**config.mk**
```make
export PLATFORM = sky130hd
export DESIGN_NAME = ddsm_cfg_sync_flat
export DESIGN_NICKNAME = d
export VERILOG_FILES = /design/src/rtl/ddsm_cfg_sync_pkg.sv /design/src/rtl/ddsm_cfg_sync_if.sv /design/src/rtl/ddsm_cfg_sync_cdc_sync_bit.sv /design/src/rtl/ddsm_cfg_sync.sv /design/src/flat_wrapper.sv
export SDC_FILE = /design/constraint.sdc
export NUM_CORES = 1
export LEC_CHECK = 0
export ABC_AREA = 1
export CORE_MARGIN = 2
export CORE_UTILIZATION = 53
export DETAILED_ROUTE_END_ITERATION = 10
export PLACE_DENSITY = 0.84
export REMOVE_ABC_BUFFERS = 1
export SLEW_MARGIN = 20
export SYNTH_ARGS = -nofsm -noshare
export SYNTH_HDL_FRONTEND = slang
export SYNTH_HIERARCHICAL = 1
export SYNTH_SLANG_ARGS = --single-unit
```
**constraint.sdc**
```tcl
create_clock -name i_clk -period 3.1 [get_ports i_clk]
set_input_delay 0.62 -clock i_clk [delete_from_list [all_inputs] [get_ports i_clk]]
set_output_delay 0.62 -clock i_clk [all_outputs]
set_load 0.005 [all_outputs]
```
**src/rtl/ddsm_cfg_sync_pkg.sv**
```systemverilog
// ddsm_cfg_pkg: shared FSM type, counter sizing and reset constants for the DDSM config front-end
package ddsm_cfg_pkg;
  typedef enum logic [1:0] {IDLE, CAPTURE, FLUSH, APPLY} state_e;
  localparam state_e RST_STATE = IDLE;
  localparam logic   RST_BIT   = 1'b0;
  // Smallest width able to count 0..n-1, never below one bit
  function automatic int cnt_w(input int n);
    int w;
    w = 1;
    while ((1 << w) < n) w++;
    return w;
  endfunction
endpackage

```
**src/rtl/ddsm_cfg_sync_if.sv**
```systemverilog
// ddsm_cfg_sync_if: register-file side configuration bus of the DDSM config front-end
interface ddsm_cfg_sync_if #(
  parameter int SEED_W  = 12,
  parameter int ACC_W   = 8,
  parameter int MB_W    = 4,
  parameter int ORDER_W = 2
);
  logic               i_upd_req;
  logic [SEED_W-1:0]  i_seed;
  logic [ORDER_W-1:0] i_sel_order;
  logic [MB_W-1:0]    i_mash_bit;
  logic               i_mashreseten;
  logic               i_phaseadjusten;
  logic               i_sel_frac;
  logic [SEED_W-1:0]  o_seed;
  logic [ORDER_W-1:0] o_sel_order;
  logic               o_mashreseten;
  logic               o_phaseadjusten;
  logic               o_sel_frac;
  logic [ACC_W-1:0]   o_sum_sel;
  logic [ACC_W:0]     o_cout_sel;
  logic               o_cfg_err;
  logic               o_mash_rst;
  logic               o_busy;
  logic               o_upd_done;
  modport master (
    output i_upd_req, i_seed, i_sel_order, i_mash_bit, i_mashreseten, i_phaseadjusten, i_sel_frac,
    input  o_seed, o_sel_order, o_mashreseten, o_phaseadjusten, o_sel_frac,
           o_sum_sel, o_cout_sel, o_cfg_err, o_mash_rst, o_busy, o_upd_done
  );
  modport slave (
    input  i_upd_req, i_seed, i_sel_order, i_mash_bit, i_mashreseten, i_phaseadjusten, i_sel_frac,
    output o_seed, o_sel_order, o_mashreseten, o_phaseadjusten, o_sel_frac,
           o_sum_sel, o_cout_sel, o_cfg_err, o_mash_rst, o_busy, o_upd_done
  );
endinterface

```
**src/rtl/ddsm_cfg_sync_cdc_sync_bit.sv**
```systemverilog
// cdc_sync_bit: multi-flop single-bit synchroniser with async clear
module cdc_sync_bit #(
  parameter int STAGES = 2
) (
  input  logic i_clk,
  input  logic i_ff_rst,
  input  logic d_i,
  output logic q_o
);
  logic [STAGES-1:0] sync_q;
  always_ff @(posedge i_clk or posedge i_ff_rst)
    if (i_ff_rst) sync_q <= '0;
    else          sync_q <= {sync_q[STAGES-2:0], d_i};
  assign q_o = sync_q[STAGES-1];
endmodule

```
**src/rtl/ddsm_cfg_sync.sv**
```systemverilog
// ddsm_cfg_sync: synchronised atomic config capture with optional MASH flush and width decode
module ddsm_cfg_sync
  import ddsm_cfg_pkg::*;
#(
  parameter int SEED_W      = 12,
  parameter int ACC_W       = 8,
  parameter int MB_W        = 4,
  parameter int ORDER_W     = 2,
  parameter int SYNC_STAGES = 2,
  parameter int RST_CYC     = 4
) (
  input logic            i_clk,
  input logic            i_ff_rst,
  ddsm_cfg_sync_if.slave bus
);
  localparam int CW = cnt_w(RST_CYC);
  localparam logic [ACC_W:0] ONE = (ACC_W+1)'(1);
  state_e             state_q, state_d;
  logic               req_s, req_dly_q, rise;
  logic               pend_q, pend_d;
  logic [CW-1:0]      cnt_q, cnt_d;
  logic [SEED_W-1:0]  sh_seed_q, sh_seed_d, seed_q, seed_d;
  logic [ORDER_W-1:0] sh_order_q, sh_order_d, order_q, order_d;
  logic [MB_W-1:0]    sh_mb_q, sh_mb_d, m;
  logic               sh_mr_q, sh_mr_d, mr_q, mr_d;
  logic               sh_pa_q, sh_pa_d, pa_q, pa_d;
  logic               sh_sf_q, sh_sf_d, sf_q, sf_d;
  logic [ACC_W-1:0]   sum_q, sum_d;
  logic [ACC_W:0]     cout_q, cout_d, cout;
  logic               err_q, err_d, over;
  logic               mrst_q, busy_q, done_q, done_d;

  cdc_sync_bit #(.STAGES(SYNC_STAGES)) u_req_sync (
    .i_clk(i_clk), .i_ff_rst(i_ff_rst), .d_i(bus.i_upd_req), .q_o(req_s)
  );
  assign rise = req_s & ~req_dly_q;

  // Oversized widths are clamped to the full accumulator and flagged
  assign over = sh_mb_q > MB_W'(ACC_W);
  assign m    = over ? MB_W'(ACC_W) : sh_mb_q;
  assign cout = ONE << m;

  always_comb begin
    state_d    = state_q;
    pend_d     = pend_q | rise;
    cnt_d      = '0;
    sh_seed_d  = sh_seed_q;
    sh_order_d = sh_order_q;
    sh_mb_d    = sh_mb_q;
    sh_mr_d    = sh_mr_q;
    sh_pa_d    = sh_pa_q;
    sh_sf_d    = sh_sf_q;
    seed_d     = seed_q;
    order_d    = order_q;
    mr_d       = mr_q;
    pa_d       = pa_q;
    sf_d       = sf_q;
    sum_d      = sum_q;
    cout_d     = cout_q;
    err_d      = err_q;
    done_d     = 1'b0;
    case (state_q)
      IDLE: if (pend_q | rise) begin
        state_d = CAPTURE;
        pend_d  = 1'b0;
      end
      CAPTURE: begin
        sh_seed_d  = bus.i_seed;
        sh_order_d = bus.i_sel_order;
        sh_mb_d    = bus.i_mash_bit;
        sh_mr_d    = bus.i_mashreseten;
        sh_pa_d    = bus.i_phaseadjusten;
        sh_sf_d    = bus.i_sel_frac;
        state_d    = bus.i_mashreseten ? FLUSH : APPLY;
      end
      FLUSH: begin
        cnt_d   = (cnt_q == CW'(RST_CYC-1)) ? '0 : cnt_q + CW'(1);
        state_d = (cnt_q == CW'(RST_CYC-1)) ? APPLY : FLUSH;
      end
      APPLY: begin
        state_d = IDLE;
        seed_d  = sh_seed_q;
        order_d = sh_order_q;
        mr_d    = sh_mr_q;
        pa_d    = sh_pa_q;
        sf_d    = sh_sf_q;
        sum_d   = ACC_W'(cout - ONE);
        cout_d  = cout;
        err_d   = over;
        done_d  = 1'b1;
      end
      default: state_d = IDLE;
    endcase
  end

  always_ff @(posedge i_clk or posedge i_ff_rst)
    if (i_ff_rst) begin
      state_q    <= RST_STATE;
      req_dly_q  <= RST_BIT;
      pend_q     <= RST_BIT;
      cnt_q      <= '0;
      sh_seed_q  <= '0;
      sh_order_q <= '0;
      sh_mb_q    <= '0;
      sh_mr_q    <= RST_BIT;
      sh_pa_q    <= RST_BIT;
      sh_sf_q    <= RST_BIT;
      seed_q     <= '0;
      order_q    <= '0;
      mr_q       <= RST_BIT;
      pa_q       <= RST_BIT;
      sf_q       <= RST_BIT;
      sum_q      <= '0;
      cout_q     <= '0;
      err_q      <= RST_BIT;
      mrst_q     <= RST_BIT;
      busy_q     <= RST_BIT;
      done_q     <= RST_BIT;
    end else begin
      state_q    <= state_d;
      req_dly_q  <= req_s;
      pend_q     <= pend_d;
      cnt_q      <= cnt_d;
      sh_seed_q  <= sh_seed_d;
      sh_order_q <= sh_order_d;
      sh_mb_q    <= sh_mb_d;
      sh_mr_q    <= sh_mr_d;
      sh_pa_q    <= sh_pa_d;
      sh_sf_q    <= sh_sf_d;
      seed_q     <= seed_d;
      order_q    <= order_d;
      mr_q       <= mr_d;
      pa_q       <= pa_d;
      sf_q       <= sf_d;
      sum_q      <= sum_d;
      cout_q     <= cout_d;
      err_q      <= err_d;
      mrst_q     <= state_d == FLUSH;
      busy_q     <= state_d != IDLE;
      done_q     <= done_d;
    end

  assign bus.o_seed          = seed_q;
  assign bus.o_sel_order     = order_q;
  assign bus.o_mashreseten   = mr_q;
  assign bus.o_phaseadjusten = pa_q;
  assign bus.o_sel_frac      = sf_q;
  assign bus.o_sum_sel       = sum_q;
  assign bus.o_cout_sel      = cout_q;
  assign bus.o_cfg_err       = err_q;
  assign bus.o_mash_rst      = mrst_q;
  assign bus.o_busy          = busy_q;
  assign bus.o_upd_done      = done_q;
endmodule

```
**src/flat_wrapper.sv**
```systemverilog
// flat-port wrapper written by rule: the top's interface ports become plain ports
module ddsm_cfg_sync_flat import ddsm_cfg_pkg::*;
#(
  parameter int SEED_W      = 12,
  parameter int ACC_W       = 8,
  parameter int MB_W        = 4,
  parameter int ORDER_W     = 2,
  parameter int SYNC_STAGES = 2,
  parameter int RST_CYC     = 4
)
  (i_clk, i_ff_rst, bus_i_upd_req, bus_i_seed, bus_i_sel_order, bus_i_mash_bit, bus_i_mashreseten, bus_i_phaseadjusten, bus_i_sel_frac, bus_o_seed, bus_o_sel_order, bus_o_mashreseten, bus_o_phaseadjusten, bus_o_sel_frac, bus_o_sum_sel, bus_o_cout_sel, bus_o_cfg_err, bus_o_mash_rst, bus_o_busy, bus_o_upd_done);
  ddsm_cfg_sync_if #(.SEED_W(SEED_W), .ACC_W(ACC_W), .MB_W(MB_W), .ORDER_W(ORDER_W)) bus_i ();
  input logic i_clk;
  input logic i_ff_rst;
  input wire logic [$bits(bus_i.i_upd_req)-1:0] bus_i_upd_req;
  input wire logic [$bits(bus_i.i_seed)-1:0] bus_i_seed;
  input wire logic [$bits(bus_i.i_sel_order)-1:0] bus_i_sel_order;
  input wire logic [$bits(bus_i.i_mash_bit)-1:0] bus_i_mash_bit;
  input wire logic [$bits(bus_i.i_mashreseten)-1:0] bus_i_mashreseten;
  input wire logic [$bits(bus_i.i_phaseadjusten)-1:0] bus_i_phaseadjusten;
  input wire logic [$bits(bus_i.i_sel_frac)-1:0] bus_i_sel_frac;
  output wire logic [$bits(bus_i.o_seed)-1:0] bus_o_seed;
  output wire logic [$bits(bus_i.o_sel_order)-1:0] bus_o_sel_order;
  output wire logic [$bits(bus_i.o_mashreseten)-1:0] bus_o_mashreseten;
  output wire logic [$bits(bus_i.o_phaseadjusten)-1:0] bus_o_phaseadjusten;
  output wire logic [$bits(bus_i.o_sel_frac)-1:0] bus_o_sel_frac;
  output wire logic [$bits(bus_i.o_sum_sel)-1:0] bus_o_sum_sel;
  output wire logic [$bits(bus_i.o_cout_sel)-1:0] bus_o_cout_sel;
  output wire logic [$bits(bus_i.o_cfg_err)-1:0] bus_o_cfg_err;
  output wire logic [$bits(bus_i.o_mash_rst)-1:0] bus_o_mash_rst;
  output wire logic [$bits(bus_i.o_busy)-1:0] bus_o_busy;
  output wire logic [$bits(bus_i.o_upd_done)-1:0] bus_o_upd_done;
  assign bus_i.i_upd_req = bus_i_upd_req;
  assign bus_i.i_seed = bus_i_seed;
  assign bus_i.i_sel_order = bus_i_sel_order;
  assign bus_i.i_mash_bit = bus_i_mash_bit;
  assign bus_i.i_mashreseten = bus_i_mashreseten;
  assign bus_i.i_phaseadjusten = bus_i_phaseadjusten;
  assign bus_i.i_sel_frac = bus_i_sel_frac;
  assign bus_o_seed = bus_i.o_seed;
  assign bus_o_sel_order = bus_i.o_sel_order;
  assign bus_o_mashreseten = bus_i.o_mashreseten;
  assign bus_o_phaseadjusten = bus_i.o_phaseadjusten;
  assign bus_o_sel_frac = bus_i.o_sel_frac;
  assign bus_o_sum_sel = bus_i.o_sum_sel;
  assign bus_o_cout_sel = bus_i.o_cout_sel;
  assign bus_o_cfg_err = bus_i.o_cfg_err;
  assign bus_o_mash_rst = bus_i.o_mash_rst;
  assign bus_o_busy = bus_i.o_busy;
  assign bus_o_upd_done = bus_i.o_upd_done;
  ddsm_cfg_sync #(.SEED_W(SEED_W), .ACC_W(ACC_W), .MB_W(MB_W), .ORDER_W(ORDER_W), .SYNC_STAGES(SYNC_STAGES), .RST_CYC(RST_CYC)) u_core (.i_clk(i_clk), .i_ff_rst(i_ff_rst), .bus(bus_i));
endmodule
```
==> metrics.md <==
| Metric | Value |
|---|---|
| Setup Fix Bufs, Post-CTS | `0` |
| Final hold vios | `0` |
| Arr. time, crit path | `1230 ps` |
| Total global-route track usage | `20.8%` |
| Post-synthesis adder-cell area fraction | `2.89%` |
| Final Setup Violations | `0` |
| Cell Area, Placed | `3280 sq um` |
| Vias per cell | `4.86` |
| Clock Sinks | `67` |
| PwrDens | `1020 nW/um^2` |
| Simple-gate portion of the synthesized area | `20.4%` |
| Register area share after synthesis | `64.6%` |
| Post-CTS sizing | `0` |
| Initial core utilization | `54.9%` |
| Cell family with most CP delay | `buffers and inverters` |
| P_sw | `0.00120 W` |
| Hold WC Path Type | `register to register` |
| Crit path largest cell delay | `520 ps` |
| Vias in the first global route | `1953` |
| Setup CP Type | `register to output pin` |
| Ys Warns | `6` |
| Drt first pass iters | `4` |
| Largest net degree at the start of global routing | `46` |
| CP max stage cell | `clkdlybuf4s50_1` |
| Outcome | `complete, no violations` |
| Area Overhead vs Synth | `34.5%` |
| Period minus WS final | `1850 ps` |
| Final non-filler cell total | `414` |
| Clk Latency, worst-skew pair | `330 ps` |
| Die Width | `74.0 um` |
| # fillers | `344` |
| Maximum clock insertion buffer count | `2` |
| DIE AREA | `5470 sq um` |
| Final GP Congestion | `0.800` |
| #FFs+latches synth | `67` |
| TritonCTS clock tree | `done` |
| Final TNS setup | `0 ps` |
| Post-route ant nets | `0` |
| Root Buffer | `clkbuf_8` |
| PortBufs | `61` |
| Clock power share | `21.0%` |
| Num CTS Buffers | `9` |
| Pleak | `1.72 nW` |
| Sequential share of power | `41.6%` |
| Syn Area/Cell | `9.40 sq um` |
| CTS Hold Buffers Added | `0` |
| First-pass GRT wire length | `8.47 mm` |
| CP Capture Type | `output pin` |
| Max Freq | `541 MHz` |
| Hold_ws | `351 ps` |
| # diodes | `0` |
| Die height | `74.0 um` |
| DRC | `0` |
| Post-DP HPWL | `3.43 mm` |
| Reg area | `1680 sq um` |
| Cells after synthesis | `276` |
| Peak VDD IR | `0.576 mV` |
| GRT Residual Overflow | `0` |
| Mux contribution to synthesized area | `0%` |
| Int Pwr | `0.00236 W` |
| DRT iter0 DRCs | `159` |
| # IOs | `62` |
| CP Data Required Time | `2480 ps` |
| Clock-pin slew on the worst setup and hold paths | `70 ps` |
| Largest family of logic cells by synthesized area | `simple AND/OR/NAND/NOR gates` |
| Share of post-route cells with drive strength above 1 | `6.92%` |
| MaxCap Viol Count | `0` |
| Unrepaired setup endpoints after global routing | `false` |
| Sw frac | `33.7%` |
| Nature of the critical path startpoint | `register` |
| Core area | `4720 sq um` |
| Htree depth | `3` |
| Row Count | `25` |
| Layout Nets | `372` |
| WL/cell | `12.2 um` |
| Layout Skew | `4.46 ps` |
| Setup ws final | `1250 ps` |
| Synth Area in XOR/XNOR | `0%` |
| Max Slew Vio Count | `0` |
| Post-synthesis compound-gate area fraction | `6.85%` |
| Final WL | `5.06 mm` |
| Comb pwr share | `37.4%` |
| Via Count | `2014` |
| Worst slew margin | `52.9%` |
| Antenna violations before repair | `0` |
| Finished Cell Area | `3490 sq um` |
| Cell Chain, Critical Path | `clkdlybuf4s50_1` |
| Multi-input combinational cell area | `783 sq um` |
| Pre-CTS setup slack | `1250 ps` |
| CP Buf/Inv Count | `1` |
| Slew @ Worst Pin | `706 ps` |
| Netlist cell types | `18` |
| Placed insts | `398` |
| Critical path fanouts, max | `2` |
| Synthesized area | `2590 sq um` |
| Tcrit/Tclk final | `59.6%` |
layout by cell type, fill, tap and decap left out:
master,count
a21oi_1,3
buf_4,4
bufinv_16,1
clkbuf_8,12
clkdlybuf4s50_1,61
clkinv_2,2
clkinvlp_4,1
dfrtp_1,67
ha_1,6
inv_1,21
inv_2,4
nand2_1,107
nand3_1,8
nand3b_1,1
nand4_1,3
nor2_1,13
nor3b_1,1
o21a_1,2
o21ai_0,28
o31ai_1,1
or2_1,1
per-layer routing:
| layer | part of all wire (%) | track usage [%] | vias to the layer above | routed length (um) |
|---|---|---|---|---|
| li1 | - | - | 999 | - |
| met1 | 45 | 26.9 | 946 | 2250 |
| met2 | 48 | 34.4 | 61 | 2450 |
| met3 | 5.7 | 4.61 | 8 | 289 |
| met4 | 1.3 | 8.48 | 0 | 68 |
| met5 | 0 | 0 | - | 0 |
Yosys cell counts:
library cell,n,area [sq um]
clkbuf_2,1,5.00
nand3b_1,1,7.51
o21a_1,2,15.0
ha_1,6,75.1
o31ai_1,1,7.51
nand4_1,3,18.8
dfrtp_1,67,1680
nand3_1,8,40.0
nor3b_1,1,7.51
buf_2,2,10.0
nand2_1,107,402
a21oi_1,3,15.0
inv_2,3,11.3
nor2_1,13,48.8
inv_1,22,82.6
or2_1,1,6.26
o21ai_0,28,140
clkbuf_1,7,26.3
flip-flops by register name, summed over array words and instances, names as in the netlist, 2 cells and up:
name / flops
u_core/state_q: 2
u_core/sh_seed_q: 12
u_core/u_req_sync/sync_q: 2
u_core/bus.o_cout_sel: 9
u_core/bus.o_sum_sel: 8
u_core/bus.o_seed: 12
u_core/sh_order_q: 2
u_core/bus.o_sel_order: 2
u_core/sh_mb_q: 4
u_core/cnt_q: 2
kinds of logic after synthesis:
kind of cell / count (synthesis)
fa+ha+maj: 6
buf+inv: 35
simple gates: 134
compound gates: 34
flops: 67
per-stage QoR:
stage               util [%]  total power [W]
detailed placement      69.4          0.00284
finish                  73.9          0.00356
floorplan                  -          0.00215
global placement        69.4          0.00278
CTS                     73.9          0.00360
global route            73.9          0.00384
power groups by stage:
stage | logic, W | clock network [W] | registers [W]
final | 0.00133 | 0.000748 | 0.00148
after global routing | 0.00152 | 0.000791 | 0.00153
after CTS | 0.00135 | 0.000761 | 0.00148
after global placement | 0.00129 | 0 | 0.00148
after floorplan | 0.000676 | 0 | 0.00147
after detailed placement | 0.00135 | 0 | 0.00149
layout make-up:
class | count | area share (%)
Sequential cell | 67 | 48.0
Clock buffer | 12 | 4.73
Clock inverter | 4 | 1.36
Timing Repair Buffer | 65 | 18.4
Tap cell | 67 | 2.40
Multi-Input combinational cell | 174 | 22.4
Inverter | 25 | 2.69
path summary, 6_finish.rpt:
kind                                                       startpoint                                    end  slack, ps  cells past startpoint
max in group asynchronous                                    i_ff_rst       u_core/bus.o_seed[3]$_DFFE_PP0P_       1660                      3
worst min-delay path            u_core/u_req_sync/sync_q[0]$_DFF_PP0_  u_core/u_req_sync/sync_q[1]$_DFF_PP0_        350                      0
worst max-delay path             u_core/bus.o_mashreseten$_DFFE_PP0P_                      bus_o_mashreseten       1250                      1
worst min register to register  u_core/u_req_sync/sync_q[0]$_DFF_PP0_  u_core/u_req_sync/sync_q[1]$_DFF_PP0_        350                      0
worst max register to register            u_core/state_q[0]$_DFF_PP0_    u_core/bus.o_sum_sel[5]$_DFFE_PP0P_       1370                      4
min in group asynchronous                                    i_ff_rst  u_core/u_req_sync/sync_q[0]$_DFF_PP0_        490                      2
Power figures use the tool's default switching activity.
==> edit 1: new RTL, same flow settings <==
`RST_CYC` is set to 4 in 2 places; all go to 2.
--- a/src/rtl/ddsm_cfg_sync.sv
+++ b/src/rtl/ddsm_cfg_sync.sv
@@ -8,5 +8,5 @@
   parameter int ORDER_W     = 2,
   parameter int SYNC_STAGES = 2,
-  parameter int RST_CYC     = 4
+  parameter int RST_CYC     = 2
 ) (
   input logic            i_clk,
--- a/src/flat_wrapper.sv
+++ b/src/flat_wrapper.sv
@@ -7,5 +7,5 @@
   parameter int ORDER_W     = 2,
   parameter int SYNC_STAGES = 2,
-  parameter int RST_CYC     = 4
+  parameter int RST_CYC     = 2
 )
   (i_clk, i_ff_rst, bus_i_upd_req, bus_i_seed, bus_i_sel_order, bus_i_mash_bit, bus_i_mashreseten, bus_i_phaseadjusten, bus_i_sel_frac, bus_o_seed, bus_o_sel_order, bus_o_mashreseten, bus_o_phaseadjusten, bus_o_sel_frac, bus_o_sum_sel, bus_o_cout_sel, bus_o_cfg_err, bus_o_mash_rst, bus_o_busy, bus_o_upd_done);
Behaviour: not the same (Yosys sat finds a counterexample within 10 cycles, from zero or initial values and one cycle with i_ff_rst high).
==> edit 1 against the unedited design <==
Routed wire length grew 0.65%; cell count shrank 4.1%; clock skew shrank 0.00064 ns; critical path depth is the same; final area shrank 2.4%; combinational power grew 3%; setup slack gained 0.011 ns; power shrank 1.3%; die area shrank 1.4%; area after synthesis shrank 1.4%; sequential cell count shrank 1; largest cell class unchanged; largest power group unchanged.
==> edit 1: results <==
{
  "dp_slack_ns": 1.42,
  "wl_per_cell_um": 12.8,
  "crit_path_end": "bus_o_seed[3]",
  "grt_util_all_layers": 0.208,
  "synthTopCellsByArea": "dfrtp_1 (65%), nand2_1 (16%), o21ai_0 (5.1%)",
  "grt_pass1_wl_um": 8270,
  "clock_tree.buffer_depth": 2,
  "status": "complete, no violations",
  "dp_hpwl_um": 3380,
  "dr_total_vias": 1986,
  "antenna_found_initial": 0,
  "postPlaceCellArea_um2": 3220,
  "skew_ns": 0.00382,
  "dp_cells": 382,
  "drive_gt1_frac": 0.0612,
  "n_fill_cell": 335,
  "instances_no_fill": 397,
  "holdWs_ns": 0.362,
  "reg2reg_to": "u_core/bus.o_cout_sel[1]",
  "leakage_nw": 1.68,
  "r2r_cells": 3,
  "seq_area_frac_synth": 0.646,
  "yosys.cell_types.count": 17,
  "grt_start_max_net_pins": 45,
  "worst_slew_pin_slew_ns": 0.668,
  "min_from": "u_core/u_req_sync/sync_q[0]",
  "finalNetCount": 368,
  "grt_pass1_vias": 1899,
  "design_area_um2": 3410,
  "period_share": 0.593,
  "ys_top_cells_by_count": "nand2_1 (110), dfrtp_1 (66), o21ai_0 (26)",
  "netlist_instances": 275,
  "synthMuxAreaShare": 0,
  "path_delay_family": "buffers and inverters",
  "gp_congestion": 0.769,
  "synth_compound_area_frac": 0.0656,
  "synth_fa_ha_area_frac": 0.0245,
  "drt_iter0_markers": 135,
  "irDropWorstVdd_uv": 619,
  "rrSetupSlack_ns": 1.57,
  "worstHoldPathType": "reg -> reg",
  "startpoint": "u_core/bus.o_seed[3]"
}
edit 1: metal layers:
layer / track usage / up-vias / wire length, µm
met2: 0.331 / 72 / 2440
met1: 0.264 / 934 / 2280
met5: 0 / - / 0
li1: - / 973 / -
met4: 0.0848 / 0 / 64
met3: 0.0645 / 7 / 304
edit 1: logic make-up after synthesis:
logic type,count (synthesis)
simple gates,137
fa+ha+maj,5
compound gates,32
flops,66
buf+inv,35
edit 1: worst reg2reg max path: stages (launching register included):
cell,delay (ns)
dfrtp_1,0.41
ha_1,0.24
inv_2,0.50
o21ai_0,0.23
edit 1: final cells by class:
type                       instances  area share
multi-input combinational        174       0.225
clock buffer                      12      0.0426
timing repair buffer              64       0.189
inverter                          24      0.0264
clock inverter                     3      0.0117
sequential                        66       0.485
tap                               54      0.0198
edit 1: power by group:
group          internal, mW  switching (mW)  total, mW
clock network         0.387           0.296      0.683
registers              1.25           0.212       1.46
logic                 0.670           0.703       1.37
==> edit 2: new RTL, same flow settings <==
Made on the original files. `sh_seed_q`, `sh_mb_q` and `sum_q` no longer have a reset.
--- a/src/rtl/ddsm_cfg_sync.sv
+++ b/src/rtl/ddsm_cfg_sync.sv
@@ -100,7 +100,5 @@
       pend_q     <= RST_BIT;
       cnt_q      <= '0;
-      sh_seed_q  <= '0;
       sh_order_q <= '0;
-      sh_mb_q    <= '0;
       sh_mr_q    <= RST_BIT;
       sh_pa_q    <= RST_BIT;
@@ -111,5 +109,4 @@
       pa_q       <= RST_BIT;
       sf_q       <= RST_BIT;
-      sum_q      <= '0;
       cout_q     <= '0;
       err_q      <= RST_BIT;
@@ -122,7 +119,5 @@
       pend_q     <= pend_d;
       cnt_q      <= cnt_d;
-      sh_seed_q  <= sh_seed_d;
       sh_order_q <= sh_order_d;
-      sh_mb_q    <= sh_mb_d;
       sh_mr_q    <= sh_mr_d;
       sh_pa_q    <= sh_pa_d;
@@ -133,5 +128,4 @@
       pa_q       <= pa_d;
       sf_q       <= sf_d;
-      sum_q      <= sum_d;
       cout_q     <= cout_d;
       err_q      <= err_d;
@@ -140,4 +134,10 @@
       done_q     <= done_d;
     end
+
+  always_ff @(posedge i_clk) begin
+    sh_seed_q <= sh_seed_d;
+    sh_mb_q   <= sh_mb_d;
+    sum_q     <= sum_d;
+  end
 
   assign bus.o_seed          = seed_q;
Formal check against the unedited RTL: differs if i_ff_rst is asserted again (counterexample within 10 cycles, from zero or initial values and one cycle with i_ff_rst high); with i_ff_rst held inactive, the same outputs for 10 cycles.
==> edit 2 against the unedited design <==
Power is 14% lower; sequential power is 4% lower; routed wire length is 6.9% lower; final area is 4.7% lower; setup slack better by 0.0035 ns; first-iteration DRC count is 42% higher; sequential cell count stayed put; count of clock-buffer cells in the layout is 2 higher; die area is 3.7% lower; clock skew is 0.0036 ns higher; cell count is 18% lower; area after synthesis is 4.0% lower; critical path depth stayed put; critical path type unchanged.
==> edit 2: results <==
{
  "syn_area_per_cell_um2": 11.6,
  "drt_iter0_markers": 226,
  "synth_edf_count": 24,
  "ys_top_cells_by_count": "nand2_1 (74), dfrtp_1 (43), edfxtp_1 (24)",
  "grt_pass1_wl_um": 7710,
  "skew_ns": 0.00804,
  "n_fill_cell": 290,
  "p_sw_uw": 948,
  "status": "complete, no violations",
  "yosys.cell_types.count": 23,
  "grt_util_all_layers": 0.202,
  "pg_comb_mw": 1.01,
  "finalNetCount": 312,
  "wl_per_cell_um": 13.9,
  "worst_slew_pin_slew_ns": 0.651,
  "cts-resized-gates": 0,
  "dp_slack_ns": 1.43,
  "drive_gt1_frac": 0.0801,
  "instances_no_fill": 339,
  "design_area_um2": 3330,
  "gp_congestion": 0.781,
  "grt_start_max_net_pins": 36,
  "p_seq_frac": 0.460,
  "slowest_delay_ns": 0.52,
  "coreArea_um2": 4440,
  "async_flop_share": 0.642,
  "postPlaceCellArea_um2": 3140,
  "dp_hpwl_um": 3060,
  "leakage_nw": 1.50,
  "irDropWorstVdd_uv": 458,
  "dp_cells": 323,
  "p_int_mw": 2.13,
  "dr_total_vias": 1704
}
==> edit 2: cell type report <==
class,instances,area share
tap,52,0.0196
timing repair buffer,64,0.190
sequential,67,0.540
inverter,22,0.0259
multi-input combinational,118,0.169
clock inverter,2,0.00301
clock buffer,14,0.0519
==> edit 2: worst paths after layout <==
| check | start | end | slack (ns) | cells after the start |
|---|---|---|---|---|
| worst max-delay path | u_core/bus.o_phaseadjusten | bus_o_phaseadjusten | 1.25 | 1 |
| worst min-delay path | u_core/u_req_sync/sync_q[0] | u_core/u_req_sync/sync_q[1] | 0.36 | 0 |
| worst max register to register | u_core/sh_mb_q[1] | u_core/bus.o_sum_sel[6] | 1.38 | 7 |
| worst min register to register | u_core/u_req_sync/sync_q[0] | u_core/u_req_sync/sync_q[1] | 0.36 | 0 |
| max in group asynchronous | i_ff_rst | u_core/bus.o_cout_sel[6] | 1.89 | 3 |
| min in group asynchronous | i_ff_rst | u_core/u_req_sync/sync_q[1] | 0.50 | 2 |
==> edit 2: routing by layer <==
| layer | routed length [µm] | vias to the layer above | part of all wire | GRT usage |
|---|---|---|---|---|
| li1 | - | 827 | - | - |
| met3 | 227 | 11 | 0.048 | 0.0428 |
| met5 | 0 | - | 0 | 0 |
| met1 | 2040 | 791 | 0.43 | 0.267 |
| met2 | 2340 | 75 | 0.50 | 0.314 |
| met4 | 101 | 0 | 0.021 | 0.111 |
==> edit 2: cells by family (layout without fill, tap and decap cells) <==
logic type	after synthesis	in the layout	share of synthesized area
and+or+nand+nor	91	91	0.147
DFF	67	67	0.721
buffers and inverters	29	102	0.0532
AOI/OAI and AO/OA	19	19	0.0412
adders and majority gates	6	6	0.0301
xor gates and xnor gates	1	1	0.00351
muxes	1	1	0.00452
